## config.mk

```make
export PLATFORM = sky130hd
export DESIGN_NAME = obstacle_spawner
export DESIGN_NICKNAME = d
export VERILOG_FILES = /design/src/rtl/obstacle_spawner.sv
export SDC_FILE = /design/constraint.sdc
export NUM_CORES = 1
export LEC_CHECK = 0
export CAP_MARGIN = 10
export CORE_MARGIN = 3
export CORE_UTILIZATION = 46
export DETAILED_ROUTE_END_ITERATION = 8
export GPL_ROUTABILITY_DRIVEN = 0
export GPL_TIMING_DRIVEN = 0
export PLACE_DENSITY = 0.65
export SYNTH_ARGS = -nofsm -noshare
export SYNTH_HDL_FRONTEND = slang
export SYNTH_SLANG_ARGS = --single-unit
export TNS_END_PERCENT = 5
```

## constraint.sdc

```tcl
create_clock -name clk -period 3.55 [get_ports clk]
set_clock_uncertainty 0.15 [all_clocks]
set_input_delay 1.065 -clock clk [delete_from_list [all_inputs] [get_ports clk]]
set_output_delay 1.065 -clock clk [all_outputs]
set_load 0.01 [all_outputs]
```

## src/rtl/obstacle_spawner.sv

```systemverilog
// obstacle_spawner: paces spawn events from the LFSR byte into (lane, kind)
// offers held on a valid/ready handshake until the consumer accepts them.
module obstacle_spawner #(
  parameter int LANES  = 5,
  parameter int PERIOD = 25_000_000
) (
  input  logic       clk,
  input  logic       rst_n,
  input  logic       enable,
  input  logic [1:0] level,
  input  logic [7:0] random,
  input  logic       spawn_ready,
  output logic       spawn_valid,
  output logic [2:0] spawn_lane,
  output logic [1:0] spawn_kind,
  output logic [7:0] spawn_count
);

  localparam int CW = $clog2(PERIOD);

  typedef enum logic [1:0] {
    IDLE,
    WAIT,
    PICK,
    OFFER
  } state_t;

  state_t          r_state;
  state_t          w_state_n;
  logic [CW-1:0]   r_cnt;
  logic [CW-1:0]   w_cnt_n;
  logic [2:0]      r_rty;
  logic [2:0]      w_rty_n;
  logic [2:0]      r_last;
  logic [2:0]      w_last_n;
  logic            r_lastv;
  logic            w_lastv_n;
  logic [2:0]      r_lane;
  logic [2:0]      w_lane_n;
  logic [1:0]      r_kind;
  logic [1:0]      w_kind_n;
  logic [7:0]      r_count;
  logic [7:0]      w_count_n;
  logic            r_valid;

  logic [31:0]     w_lim;
  logic            w_done;
  logic [2:0]      w_c;
  logic            w_reject;
  logic [3:0]      w_inc;
  logic [2:0]      w_fb;
  logic            w_unused;

  // Compare with >= so a mid-wait level increase ends the wait at once.
  assign w_lim    = (32'(PERIOD) >> level) - 32'd1;
  assign w_done   = 32'(r_cnt) >= w_lim;

  assign w_c      = random[2:0];
  assign w_reject = ({1'b0, w_c} >= 4'(LANES)) ||
                    (r_lastv && (w_c == r_last));

  assign w_inc    = {1'b0, r_last} + 4'd1;
  assign w_fb     = !r_lastv              ? 3'd0 :
                    (w_inc >= 4'(LANES))  ? 3'd0 :
                                            w_inc[2:0];

  assign w_unused = ^random[5:3];

  always_comb begin
    w_state_n = r_state;
    w_cnt_n   = r_cnt;
    w_rty_n   = r_rty;
    w_last_n  = r_last;
    w_lastv_n = r_lastv;
    w_lane_n  = r_lane;
    w_kind_n  = r_kind;
    w_count_n = r_count;
    case (r_state)
      IDLE: begin
        w_cnt_n = '0;
        w_rty_n = '0;
        if (enable) w_state_n = WAIT;
      end
      WAIT: begin
        if (!enable) begin
          w_state_n = IDLE;
        end else if (w_done) begin
          w_cnt_n   = '0;
          w_state_n = PICK;
        end else begin
          w_cnt_n = r_cnt + 1'b1;
        end
      end
      PICK: begin
        if (!enable) begin
          w_state_n = IDLE;
        end else if (!w_reject) begin
          w_lane_n  = w_c;
          w_kind_n  = random[7:6];
          w_rty_n   = '0;
          w_state_n = OFFER;
        end else if (r_rty != 3'd7) begin
          w_rty_n = r_rty + 3'd1;
        end else begin
          // Eighth straight reject: step past the last lane instead.
          w_lane_n  = w_fb;
          w_kind_n  = random[7:6];
          w_rty_n   = '0;
          w_state_n = OFFER;
        end
      end
      OFFER: begin
        if (spawn_ready) begin
          w_last_n  = r_lane;
          w_lastv_n = 1'b1;
          w_count_n = r_count + 8'd1;
          w_state_n = enable ? WAIT : IDLE;
        end
      end
      default: begin
        w_state_n = IDLE;
      end
    endcase
  end

  always_ff @(posedge clk or negedge rst_n) begin
    if (!rst_n) begin
      r_state <= IDLE;
      r_cnt   <= '0;
      r_rty   <= '0;
      r_last  <= '0;
      r_lastv <= 1'b0;
      r_lane  <= '0;
      r_kind  <= '0;
      r_count <= '0;
      r_valid <= 1'b0;
    end else begin
      r_state <= w_state_n;
      r_cnt   <= w_cnt_n;
      r_rty   <= w_rty_n;
      r_last  <= w_last_n;
      r_lastv <= w_lastv_n;
      r_lane  <= w_lane_n;
      r_kind  <= w_kind_n;
      r_count <= w_count_n;
      r_valid <= (w_state_n == OFFER);
    end
  end

  assign spawn_valid = r_valid;
  assign spawn_lane  = r_lane;
  assign spawn_kind  = r_kind;
  assign spawn_count = r_count;

endmodule

```

==> results.json <==
{
  "status": "finished, final reports clean",
  "hp-class": "flop to flop",
  "tightest_slew_ns": 1.012,
  "core-area_um2": 6869,
  "vias": 2849,
  "ys_seq_elements": 48,
  "htree_levels": 2,
  "slew_headroom_pct": 31.99,
  "numCtsBuffers": 5,
  "cts_buffer_depth": 2,
  "synth_enable_flop_cells": 0,
  "grt_overflow": 0,
  "cp_slowest_cell": "or4b_4",
  "synth_area_um2": 3311,
  "path_max_fanout": 7,
  "peakVddDrop_mv": 0.2110,
  "max_stage_delay_ns": 0.53,
  "drtIter0Drc": 175,
  "grt_antenna_before_repair": 0,
  "port_buffers": 24,
  "syn_to_final_growth_pct": 21.13,
  "wl_mm": 8.053,
  "whs_ns": 0.3314,
  "ant_nets": 0,
  "start_util_pct": 48.20,
  "grt_max_degree": 30,
  "synth_area_per_cell_um2": 9.432,
  "syn_inst": 351,
  "routedWlPerCell_um": 16.54,
  "finalNonFillerCells": 487,
  "grt_pass1_wl_mm": 13.34,
  "clkLatencyLatePin_ns": 0.31,
  "worstSetupEndpointType": "flop",
  "leakage_nw": 1.733,
  "root_buffer": "clkbuf_8",
  "first_global_vias": 2701,
  "rsz0062_at_grt": "true",
  "p_per_area_nw_per_um2": 280.9,
  "design_area_um2": 4010,
  "hold_viol_final": 0,
  "crit_family": "compound AO/OA/AOI/OAI gates",
  "synth_nets": 390,
  "rrSetupSlack_ns": 0.76,
  "setup-violations-final": 0,
  "postCtsHoldBufs": 0,
  "die-area_um2": 8251,
  "final_layout_size_suffix_gt1_share_pct": 13.81,
  "die_w_um": 90.84,
  "yosysWarnings": 0,
  "yosysUniqueCellTypes": 54,
  "drc": 0,
  "critPathBufInv": 3,
  "finalMaxSlewViolations": 0,
  "post-route-min-period_ns": 3.515,
  "fmax_ghz": 0.2845,
  "drv_cap": 0,
  "yosysSeqAreaShare_pct": 36.28,
  "async_flop_share_pct": 100.0,
  "cts_tree": "built",
  "antenna_cells": 0,
  "worstSetupStartpointType": "input pin",
  "viasPerCell": 5.850,
  "tns_ns": 0,
  "synth_area_leaders": "dfrtp_1, ha_1, nand2_1, o311ai_2, nand3_1",
  "min_period_over_period_pct": 99.00,
  "grt_use_total_pct": 19.48,
  "critical_path_arrival_ns": 3.57,
  "dpl_cell_area_um2": 3727,
  "cts.clk_slew.worst_paths_ns": 0.10,
  "required_ns": 3.60,
  "fin_total_pwr_w": 0.001126,
  "synth_ff_type": "dfrtp_1",
  "hpwlAfterDp_mm": 5.621,
  "rows": 30,
  "synth_area_leader_cell": "dfrtp_1",
  "synth_top_area_share_pct": 36.28,
  "io_pins": 28,
  "critPathKind": "input pin to flop",
  "drtPass1Iterations": 4,
  "placed_cells": 473,
  "die_h_um": 90.84,
  "final_nets": 429,
  "cts.sinks": 48,
  "crit_chain": "buf_6 -> nand2_1 -> ha_4 -> ha_4 -> nand2_1 -> or4b_4 -> a2111oi_4 -> o32ai_4 -> buf_6 -> buf_8 -> a31oi_1 -> o31ai_1"
}
==> report_power, final <==
group | switching [W] | internal (W)
clock network | 0.000209 | 0.000213
registers | 0.0000134 | 0.000557
logic | 0.0000759 | 0.0000591
total | 0.000298 | 0.000828
==> cells in the final DEF, fill, tap and decap left out, types with 3 or more instances in the layout <==
cell type / n
nand2b_1: 4
nand4b_1: 5
and3_1: 12
a41oi_2: 3
inv_1: 15
a21boi_0: 3
clkdlybuf4s50_1: 21
nand4_1: 15
nand2_1: 57
clkbuf_1: 11
o31ai_1: 3
xnor2_1: 11
o211ai_1: 4
mux2i_1: 4
a22o_1: 5
o21ai_0: 11
a21o_1: 5
o311ai_4: 3
buf_6: 3
and4_1: 5
and2_1: 7
a31oi_1: 4
dfrtp_1: 48
o311ai_2: 7
ha_1: 23
a21oi_1: 5
a211oi_1: 3
clkbuf_8: 5
nor2_1: 11
nand3_1: 22
buf_8: 3
buf_4: 4
==> worst paths after layout <==
path | from | endpoint | cells past startpoint
setup reg to reg | r_cnt[5] | r_cnt[11] | 9
max in group asynchronous | rst_n | spawn_valid | 2
setup / recovery | level[0] | r_cnt[11] | 12
min in group asynchronous | rst_n | r_cnt[14] | 1
hold reg to reg | spawn_count[7] | spawn_count[7] | 1
hold / removal | spawn_count[7] | spawn_count[7] | 1
==> layer usage <==
layer	routed length (um)	global-route usage, %
met5	0	0
met3	340	2.833
met2	3714	30.02
met1	3934	28.75
met4	63	4.774
==> cells in the mapped netlist, types with 6 or more instances <==
library cell,n
clkbuf_1,12
nand2_1,57
inv_1,16
nand4_1,15
and3_1,12
nor2_1,11
o311ai_2,10
nand3_1,22
ha_1,25
a21oi_1,6
xnor2_1,11
dfrtp_1,48
and2_1,7
o21ai_0,11
==> logic make-up after synthesis <==
kind of cell               synth area share [%]
adders and majority gates                 10.09
AOI/OAI and AO/OA                         19.24
DFF                                       36.28
and+or+nand+nor                           24.26
xor gates and xnor gates                  3.439
buffers and inverters                     4.686
other                                    0.1133
muxes                                     1.890
==> timing repair <==
action                     CTS  global route
setup buffers                3             1
pin swaps                    2             9
resized for setup           15            18
setup endpoints to repair   27            23
cloned                       1             2
==> stage by stage <==
step | worst slack [ns] | utilization [%]
detailed placement | -1.036 | 54.26
CTS | 0.01741 | 56.52
finish | 0.03548 | 58.38
floorplan | 0.004220 | -
global route | -0.03672 | 58.38
global placement | -1.011 | 53.88
==> final cells by class <==
cell class | instances | area, um2
plain buffers | 16 | 107.6
clock buffers | 5 | 68.82
clock inverters | 3 | 46.29
fillers | 611 | 2859
inverters | 16 | 62.56
multi-input cells | 270 | 2046
flip-flops and latches | 48 | 1201
well taps | 96 | 120.1
repair buffers | 33 | 357.8
==> sequential cells by signal (all words and copies together) (netlist names) <==
register,cells
r_cnt,25
spawn_count,8
r_last,3
r_rty,3
spawn_lane,3
r_state,2
spawn_kind,2
r_lastv,1
spawn_valid,1
(Power assumes the default switching activity.)
